==> src/rtl/mem_ctrl_if.sv <==
// ---------------------------------------------------------------------------
// mem_ctrl_if : bundle of the request-side and memory-side signals of the
// memory-access sequencer.
//
//   Control-unit side : rd_req, wr_req, mar_addr, mdr_data
//   Memory side       : mem_addr, mem_wdata, mem_en, mem_we  (to memory)
//                       mem_rdata, mem_ready                 (from memory)
//   MDR side          : mdata_in, read, mdr_load
//   Status            : busy, done, err
//
//   modport slave  : the sequencer's view (drives memory, MDR and status)
//   modport master : the surrounding system's view (control unit + memory)
// ---------------------------------------------------------------------------
interface mem_ctrl_if #(
    parameter int ADDR_W = 9,
    parameter int DATA_W = 32
) ();
    logic              rd_req;
    logic              wr_req;
    logic [ADDR_W-1:0] mar_addr;
    logic [DATA_W-1:0] mdr_data;
    logic [DATA_W-1:0] mem_rdata;
    logic              mem_ready;
    logic [ADDR_W-1:0] mem_addr;
    logic [DATA_W-1:0] mem_wdata;
    logic              mem_en;
    logic              mem_we;
    logic [DATA_W-1:0] mdata_in;
    logic              read;
    logic              mdr_load;
    logic              busy;
    logic              done;
    logic              err;

    modport slave (
        input  rd_req, wr_req, mar_addr, mdr_data, mem_rdata, mem_ready,
        output mem_addr, mem_wdata, mem_en, mem_we,
        output mdata_in, read, mdr_load, busy, done, err
    );

    modport master (
        output rd_req, wr_req, mar_addr, mdr_data, mem_rdata, mem_ready,
        input  mem_addr, mem_wdata, mem_en, mem_we,
        input  mdata_in, read, mdr_load, busy, done, err
    );
endinterface

==> src/rtl/mem_ctrl.sv <==
// ---------------------------------------------------------------------------
// mem_ctrl : single-word memory-access sequencer between the MAR/MDR pair and
// main memory.
//
// A read or write request sampled in IDLE launches one memory access: the
// address (and write data) are registered, mem_en is raised and held for at
// least WAIT_CYCLES cycles, after which mem_ready completes the access. A
// read then presents the fetched word on mdata_in with read/mdr_load high
// for exactly one cycle. Every access ends in a one-cycle done pulse; an
// access that sees no completion within TIMEOUT wait cycles is aborted and
// flagged with err alongside done.
//
// Ports:
//   clk  : system clock, rising edge
//   clr  : asynchronous active-high reset
//   bus  : mem_ctrl_if.slave (requests, memory handshake, MDR feed, status)
//
// Parameters:
//   ADDR_W      : memory word-address width
//   DATA_W      : data width
//   WAIT_CYCLES : minimum mem_en cycles before mem_ready is honoured (1..255)
//   TIMEOUT     : wait cycles before abort (> WAIT_CYCLES, <= 255)
// ---------------------------------------------------------------------------
module mem_ctrl #(
    parameter int ADDR_W      = 9,
    parameter int DATA_W      = 32,
    parameter int WAIT_CYCLES = 2,
    parameter int TIMEOUT     = 16
) (
    input  logic        clk,
    input  logic        clr,
    mem_ctrl_if.slave   bus
);

    typedef enum logic [2:0] {
        IDLE,
        RD_WAIT,
        RD_LATCH,
        WR_WAIT,
        DONE
    } state_t;

    localparam logic [7:0] WAIT_LAST    = 8'(WAIT_CYCLES - 1);
    localparam logic [7:0] TIMEOUT_LAST = 8'(TIMEOUT - 1);

    state_t     state;
    logic [7:0] cnt;

    // mem_ready is only honoured once the minimum hold time has elapsed;
    // an earlier ready is treated as noise.
    logic complete;
    logic timed_out;

    assign complete  = (cnt >= WAIT_LAST) && bus.mem_ready;
    assign timed_out = (cnt == TIMEOUT_LAST);

    // NOTE: every register here, including the data registers, is cleared by
    // clr so that mem_en and the MDR feed drop immediately on reset, with no
    // clock required.
    always_ff @(posedge clk or posedge clr) begin
        if (clr) begin
            state        <= IDLE;
            cnt          <= '0;
            bus.mem_addr <= '0;
            bus.mem_wdata<= '0;
            bus.mem_en   <= 1'b0;
            bus.mem_we   <= 1'b0;
            bus.mdata_in <= '0;
            bus.read     <= 1'b0;
            bus.mdr_load <= 1'b0;
            bus.busy     <= 1'b0;
            bus.done     <= 1'b0;
            bus.err      <= 1'b0;
        end else begin
            // NOTE: non-blocking assignments throughout: every branch reads
            // the pre-edge values of state/cnt, so branch order cannot leak a
            // freshly written value into another decision in the same edge.
            case (state)
                IDLE: begin
                    // Read has priority; a simultaneous write request is
                    // simply dropped.
                    if (bus.rd_req) begin
                        bus.mem_addr <= bus.mar_addr;
                        bus.mem_en   <= 1'b1;
                        bus.mem_we   <= 1'b0;
                        bus.busy     <= 1'b1;
                        cnt          <= '0;
                        state        <= RD_WAIT;
                    end else if (bus.wr_req) begin
                        bus.mem_addr  <= bus.mar_addr;
                        bus.mem_wdata <= bus.mdr_data;
                        bus.mem_en    <= 1'b1;
                        bus.mem_we    <= 1'b1;
                        bus.busy      <= 1'b1;
                        cnt           <= '0;
                        state         <= WR_WAIT;
                    end
                end

                RD_WAIT: begin
                    if (complete) begin
                        bus.mdata_in <= bus.mem_rdata;
                        bus.mem_en   <= 1'b0;
                        bus.read     <= 1'b1;
                        bus.mdr_load <= 1'b1;
                        state        <= RD_LATCH;
                    end else if (timed_out) begin
                        // Abort: mdata_in keeps the last good word.
                        bus.mem_en <= 1'b0;
                        bus.done   <= 1'b1;
                        bus.err    <= 1'b1;
                        state      <= DONE;
                    end else if (cnt != 8'hFF) begin
                        cnt <= cnt + 8'd1;
                    end
                end

                RD_LATCH: begin
                    bus.read     <= 1'b0;
                    bus.mdr_load <= 1'b0;
                    bus.done     <= 1'b1;
                    state        <= DONE;
                end

                WR_WAIT: begin
                    if (complete || timed_out) begin
                        bus.mem_en <= 1'b0;
                        bus.mem_we <= 1'b0;
                        bus.done   <= 1'b1;
                        bus.err    <= !complete;
                        state      <= DONE;
                    end else if (cnt != 8'hFF) begin
                        cnt <= cnt + 8'd1;
                    end
                end

                DONE: begin
                    // Requests seen here are ignored; the next one is taken
                    // from IDLE.
                    bus.done <= 1'b0;
                    bus.err  <= 1'b0;
                    bus.busy <= 1'b0;
                    state    <= IDLE;
                end

                default: state <= IDLE;
            endcase
        end
    end

endmodule

==> src/flat_wrapper.sv <==
// flat-port wrapper written by rule: the top's interface ports become plain ports
module mem_ctrl_flat 
#(
    parameter int ADDR_W      = 9,
    parameter int DATA_W      = 32,
    parameter int WAIT_CYCLES = 2,
    parameter int TIMEOUT     = 16
)
  (clk, clr, bus_rd_req, bus_wr_req, bus_mar_addr, bus_mdr_data, bus_mem_rdata, bus_mem_ready, bus_mem_addr, bus_mem_wdata, bus_mem_en, bus_mem_we, bus_mdata_in, bus_read, bus_mdr_load, bus_busy, bus_done, bus_err);
  mem_ctrl_if #(.ADDR_W(ADDR_W), .DATA_W(DATA_W)) bus_i ();
  input  logic clk;
  input  logic clr;
  input wire logic [$bits(bus_i.rd_req)-1:0] bus_rd_req;
  input wire logic [$bits(bus_i.wr_req)-1:0] bus_wr_req;
  input wire logic [$bits(bus_i.mar_addr)-1:0] bus_mar_addr;
  input wire logic [$bits(bus_i.mdr_data)-1:0] bus_mdr_data;
  input wire logic [$bits(bus_i.mem_rdata)-1:0] bus_mem_rdata;
  input wire logic [$bits(bus_i.mem_ready)-1:0] bus_mem_ready;
  output wire logic [$bits(bus_i.mem_addr)-1:0] bus_mem_addr;
  output wire logic [$bits(bus_i.mem_wdata)-1:0] bus_mem_wdata;
  output wire logic [$bits(bus_i.mem_en)-1:0] bus_mem_en;
  output wire logic [$bits(bus_i.mem_we)-1:0] bus_mem_we;
  output wire logic [$bits(bus_i.mdata_in)-1:0] bus_mdata_in;
  output wire logic [$bits(bus_i.read)-1:0] bus_read;
  output wire logic [$bits(bus_i.mdr_load)-1:0] bus_mdr_load;
  output wire logic [$bits(bus_i.busy)-1:0] bus_busy;
  output wire logic [$bits(bus_i.done)-1:0] bus_done;
  output wire logic [$bits(bus_i.err)-1:0] bus_err;
  assign bus_i.rd_req = bus_rd_req;
  assign bus_i.wr_req = bus_wr_req;
  assign bus_i.mar_addr = bus_mar_addr;
  assign bus_i.mdr_data = bus_mdr_data;
  assign bus_i.mem_rdata = bus_mem_rdata;
  assign bus_i.mem_ready = bus_mem_ready;
  assign bus_mem_addr = bus_i.mem_addr;
  assign bus_mem_wdata = bus_i.mem_wdata;
  assign bus_mem_en = bus_i.mem_en;
  assign bus_mem_we = bus_i.mem_we;
  assign bus_mdata_in = bus_i.mdata_in;
  assign bus_read = bus_i.read;
  assign bus_mdr_load = bus_i.mdr_load;
  assign bus_busy = bus_i.busy;
  assign bus_done = bus_i.done;
  assign bus_err = bus_i.err;
  mem_ctrl #(.ADDR_W(ADDR_W), .DATA_W(DATA_W), .WAIT_CYCLES(WAIT_CYCLES), .TIMEOUT(TIMEOUT)) u_core (.clk(clk), .clr(clr), .bus(bus_i));
endmodule
==> config.mk <==
export PLATFORM = sky130hd
export DESIGN_NAME = mem_ctrl_flat
export DESIGN_NICKNAME = d
export VERILOG_FILES = /design/src/rtl/mem_ctrl_if.sv /design/src/rtl/mem_ctrl.sv /design/src/flat_wrapper.sv
export SDC_FILE = /design/constraint.sdc
export NUM_CORES = 1
export LEC_CHECK = 0
export ABC_CLOCK_PERIOD_IN_PS = 4350
export BUFFER_PORTS_ARGS = -buffer_cell sky130_fd_sc_hd__buf_2
export CORE_MARGIN = 2
export CORE_UTILIZATION = 45
export CTS_BUF_LIST = sky130_fd_sc_hd__clkbuf_8
export DETAILED_ROUTE_END_ITERATION = 16
export PLACE_DENSITY = 0.76
export SETUP_SLACK_MARGIN = 0.05
export SLEW_MARGIN = 20
export SYNTH_ARGS = -nofsm -noshare
export SYNTH_HDL_FRONTEND = slang
export SYNTH_SLANG_ARGS = --single-unit
==> constraint.sdc <==
create_clock -name clk -period 4.35 [get_ports clk]
set_clock_uncertainty 0.1 [all_clocks]
set_input_delay 0.6525 -clock clk [delete_from_list [all_inputs] [get_ports clk]]
set_output_delay 0.6525 -clock clk [all_outputs]
set_load 0.02 [all_outputs]
* Word-level counts from Yosys, hierarchy flattened
Cells that the tools add are included.
Word-level totals: register bits after elaboration 90, input port bits 78, word-level logic and storage cells 82
Operators by class: $add $sub $neg 1, $lt $le $gt $ge 1, equal/unequal tests 14, multiplexer cells 32, bitwise gates (word level) 1, reduce and logical (&&, ||, !) cells 22
Operators with widths (number):
- $mux 8 | 6
- $pmux 8 s3 | 1
- $mux 9 | 2
- $mux 3 | 5
- $pmux 3 s4 | 1
- $reduce_and 4->1 | 3
- $mux 1 | 11
- $reduce_and 3->1 | 3
- $add 8x1->8 const B | 1
- $eq 8x4->1 const B | 1
- $ge 8x1->1 const B | 1
- $ne 8x8->1 const B | 1
- $reduce_and 2->1 | 4
- $reduce_bool 2->1 | 4
- $eq 3x2->1 const B | 2
- $ne 2x1->1 const B | 3
- $ne 2x2->1 const B | 3
- $pmux 1 s2 | 3
- $pmux 1 s3 | 2
- $reduce_bool 3->1 | 2
- $reduce_and 5->1 | 1
- $pmux 1 s4 | 1
- $reduce_bool 4->1 | 1
- $eq 3x1->1 const B | 1
- other kinds (8) | 8

* Logic depth before layout (Yosys ltp)
depth in word-level cells 5, depth in mapped cells 8

* Least setup slack after synthesis
OpenSTA, ideal clock, no wires.
path kind flip-flop to flip-flop, start register u_core.cnt[0], end register u_core.cnt[6], setup time 0.127 ns, data arrival time 2.122 ns, required time 4.123 ns, slack 2.000 ns, cell stages (with the launch flop) 7, buffers on the path 0, period minus slack after synthesis 2.350 ns, cell sequence dfrtp_1 > ha_1 > or4b_1 > o21a_1 > nor4_4 > and3_1 > mux2_1
On the way: longest elaborated chain between the ends 5, elaborated cells between the ends (all ways) 15, those cells by class add/sub: 1; order compare: 1; eq/ne: 5; mux: 5; reduce/logical: 3
Ends and longest elaborated chain:
- start: declaration | line mem_ctrl.sv:47 | logic [7:0] cnt;
- start signal: assignment | line mem_ctrl.sv:114 | cnt <= cnt + 8'd1;
- start signal: assignment | line mem_ctrl.sv:133 | cnt <= cnt + 8'd1;
- $add 8x1->8, or another cell as far along | line mem_ctrl.sv:114, mem_ctrl.sv:133
- $mux 8 / $logic_and 1x1->1 (equally long branches) | line mem_ctrl.sv:113, mem_ctrl.sv:132, mem_ctrl.sv:54
- $mux 8 / $logic_or 1x1->1 (equally long branches) | line mem_ctrl.sv:107, mem_ctrl.sv:126
- $mux 8 / $ne 2x2->1 (equally long branches)
- $pmux 8 s3 / $reduce_and 5->1 (equally long branches)
Parallel ways exist; a longest one is shown, timed or not. The select of a mux whose other input is x is not followed. A chain may end at the register's enable or synchronous reset.

* Final worst setup path
Same ends and word-level chain as after synthesis.

==> results.txt <==
- Outcome: finished clean
- Tracing the worst setup path back leads to its startpoint at u_core.cnt[0]$_DFFE_PP0P_.
- Total net switching power: 1.482 mW
* Number of clock sinks seen by CTS: 90
- Of all flip-flops after synthesis, the portion carrying an async set or reset was 100.0%.
* Global-route wire length before repair: 13100 um
- The startpoint identified for the worst register-to-register timing path is u_core.cnt[0]$_DFFE_PP0P_.
* Clock latency at the later pin of the worst-skew pair: 0.35 ns
* Met1 Resource Use GR: 23.83%
- The final-report max-slew violation count was 0.
- Number of cells produced by synthesis: 278
* Setup Buffers After CTS: 0
- For the finished layout, the period the worst path requires is approximately 2.8 ns.
- Global routing consumed, on the met3 layer, 6.260% of the routing resources.
- Instance count on the critical path: 6
* Tot GR Track Use: 19.00%
- Largest area contributor in the synthesized netlist: dfrtp_1
* DRC errors left: 0
- Switching Share: 40.09%
- At the worst endpoint, the required time is 4.49 ns.
* Design internal power: 2.214 mW
- IR analysis of the VDD net gives a maximum drop of 0.0003703 V.
* Worst Path Max Fanout: 14
- Clock tree from TritonCTS: done
- Of the available clock period, the critical path in the final layout requires 64.02%.
* Number of endpoints failing setup at the final stage: 0
- The via count of the first global-routing pass is 2810.
- Combinational cells account for between 40% and 50% of the total power.
- Clock slew at the register clock pins of the worst setup and hold paths: approximately 0.090 ns
- Sequential cells account for 38.6% of the total power.
- The H-tree was split into 3 levels.
* Die Area: 8847 um^2
- Longest Clk Path Bufs: 2
* Crit path launch type: flop
- Diode count: 0
- Per report_power, the clock group accounts for about 17% of the total.
- Netlist area before placement: 3650 um^2
- Total iterations of the first detailed-routing run: 4
- DIE HEIGHT: about 94 um
* Largest delay contributor family on the critical path: simple AND/OR/NAND/NOR gates
- Worst Tran Pin Value: 0.9992 ns
- The filler cells instantiated in the layout total ~670.
- Starting density of the core: 46.75%
- Sequential elements use between 60 and 70% of the synthesized area.
- Entering global routing, the biggest net connects 63 pins.
- Post-synthesis to final-layout area growth: 30.20%
* Total number of vias: approximately 2700
* Post-DRT Antenna Nets: 0
- Standard cell core area: about 7800 um^2
- The critical path is of the reg2reg type.
* Max Cap Viol: 0
- The final number of hold-violating endpoints is 0.
- Crit-path cells: ha_1 > or4b_1 > o21a_1 > nor4_4 > and3_1 > mux2_1
- Total nets after synthesis: 359
- Together, buffers and inverters on the worst path number 0.
- In this run the register-to-register setup slack is 1.57 ns.
- Power comes to 3.695 mW.
* Distinct cells, synth: 34
- Quantity of hold-fixing buffers added after cts: 0
- Met2 global-route usage: 30.77%
- Peak-usage layer in the global routing report: met2
* Number of instances resized during post-cts repair: 0
* Largest cells by area after synthesis: dfrtp_1 62%, mux2_2 19%, nand2_1 4.0%
- Post-DP HPWL: 5869 um
* Top_reg_cell synth: dfrtp_1
* Final net count: 517
* R2r worst-path depth: 6
- After synthesis, the largest area contributor takes up 61.71% of total cell area.
* Proportion of layout cells with a drive suffix above 1: a little under three fifths
- Clock tree root driver cell: clkbuf_8
- In the routed layout, each cell is associated on average with a via count of about 5.
- In this run, CTS created clock tree buffers numbering 9.
* Remaining global-route overflow: 0
- Setup repair after global routing left no endpoint under its margin.
- Wires add up to 8028 um.
* Power per standard cell area: 777.7 nW/um^2
- At the worst endpoint, the arrival time is a little under 3 ns.
- The min-delay analysis places its worst path in the category in2async.
* Rel. slew slack: around a third
- I/O Buffers: 157
- Wire per inst: 14.81 um
- Weighted congestion at the end of routability-driven global placement: 0.7760
* Number of antenna violations at the first check in global routing: 0
- Mean Syn Cell Area: around 13 um^2
- Floorplan row count: 32
* Capturing element type of the critical path: flop
- For this design the static power due to leakage is 2.401 nW.
- I/O pins: 158
- Total Neg Setup Slack: 0 ns
- During synthesis, Yosys emitted a total of 0 warnings.
- Largest stage delay, worst path: ~0.64 ns
* Cell with the biggest individual delay on the critical path: nor4_4
* Number of DRC violations after detailed-routing iteration 0: 128
- Flops & latches, synth: 90
- Max Freq: 359.1 MHz
- Die Width: 94.06 um
- Number of enable flip-flop cells after synthesis: 0
-- per-stage QoR --
| stage | cells | instance area [um^2] | utilization [%] | hold WS, ns | setup WS, ns |
|---|---|---|---|---|---|
| floorplan | 278 | 3650 | - | 0.4208 | 1.262 |
| global placement | 527 | 4532 | 58.04 | 0.3547 | 1.606 |
| detailed placement | 527 | 4536 | 58.09 | 0.3613 | 1.563 |
| CTS | 542 | 4751 | 60.85 | 0.3670 | 1.554 |
| global route | 542 | 4752 | 60.87 | 0.3804 | 1.411 |
| finish | 542 | 4752 | 60.87 | 0.3223 | 1.565 |
-- final timing paths --
path                                                       endpoint
worst max-delay path                      u_core.cnt[6]$_DFFE_PP0P_
worst min-delay path             u_core.bus.mdata_in[1]$_DFFE_PP0P_
worst max register to register            u_core.cnt[6]$_DFFE_PP0P_
worst min register to register   u_core.bus.mem_addr[7]$_DFFE_PP0P_
max in group asynchronous       u_core.bus.mdata_in[14]$_DFFE_PP0P_
min in group clk                 u_core.bus.mem_addr[7]$_DFFE_PP0P_
-- registers in the layout (all words and copies together), names as in the netlist --
register,count
u_core.state,3
u_core.bus.mdata_in,32
u_core.bus.mem_addr,9
u_core.bus.mem_we,1
u_core.bus.mem_en,1
u_core.bus.done,1
u_core.bus.read,1
u_core.bus.mem_wdata,32
u_core.bus.err,1
u_core.bus.busy,1
u_core.cnt,8
-- cell usage after synthesis (3+ instances only) --
| master | number |
|---|---|
| and3_1 | 3 |
| and4_1 | 3 |
| inv_1 | 3 |
| mux2_1 | 3 |
| a21oi_1 | 8 |
| nand2_1 | 39 |
| o21ai_1 | 3 |
| clkbuf_1 | 8 |
| nor3_1 | 4 |
| dfrtp_1 | 90 |
| buf_2 | 3 |
| nor2_1 | 9 |
| ha_1 | 3 |
| mux2_2 | 62 |
| o21ai_0 | 8 |
| nor2b_1 | 4 |
-- layer usage --
| metal | wire [um] | up-vias | part of all wire, % |
|---|---|---|---|
| met3 | 553 | 12 | 6.9 |
| met1 | 3296 | 1304 | 41 |
| met5 | 0 | - | 0 |
| met2 | 4050 | 100 | 50 |
| li1 | - | 1283 | - |
| met4 | 129 | 0 | 1.6 |
-- layout make-up --
| type | instances | area [um^2] | share of cell area, % |
|---|---|---|---|
| Sequential cell | 90 | 2252 | 47.39 |
| Multi-Input combinational cell | 172 | 1335 | 28.09 |
| Timing Repair Buffer | 160 | 808.3 | 17.01 |
| Tap cell | 102 | 127.6 | 2.686 |
| Clock buffer | 9 | 123.9 | 2.607 |
| Clock inverter | 6 | 91.34 | 1.922 |
| Inverter | 3 | 13.76 | 0.2896 |
-- layout by cell type, fill, tap and decap left out, types with 2 or more instances in the layout --
master      synthesis  final
buf_2               3    157
dfrtp_1            90     90
mux2_2             62     62
nand2_1            39     39
nor2_1              9      9
clkbuf_8            0      9
a21oi_1             8      8
o21ai_0             8      8
nor2b_1             4      4
nor3_1              4      3
and4_1              3      3
and3_1              3      3
mux2_1              3      3
ha_1                3      3
buf_4               2      3
or4b_1              2      2
o21ai_1             3      2
nand2b_1            2      2
nand3_1             2      2
inv_1               3      2
a31o_1              2      2
nand4_1             2      2
and2_1              2      2
clkinvlp_4          0      2
bufinv_16           0      2
-- cells by family after synthesis --
| group | after synthesis | synth area share [%] |
|---|---|---|
| adders and majority gates | 3 | 1.029 |
| muxes | 66 | 20.33 |
| buffers and inverters | 16 | 1.954 |
| and+or+nand+nor | 75 | 10.35 |
| AOI/OAI and AO/OA | 28 | 4.629 |
| DFF | 90 | 61.71 |
-- power by group through the flow --
stage	combinational, mW	sequential, mW	clock (mW)
finish	1.64	1.43	0.625
global route	1.78	1.48	0.679
CTS	1.67	1.43	0.644
detailed placement	1.67	1.44	0
global placement	1.62	1.42	0
floorplan	0.680	1.87	0
Power figures use the tool's default switching activity.
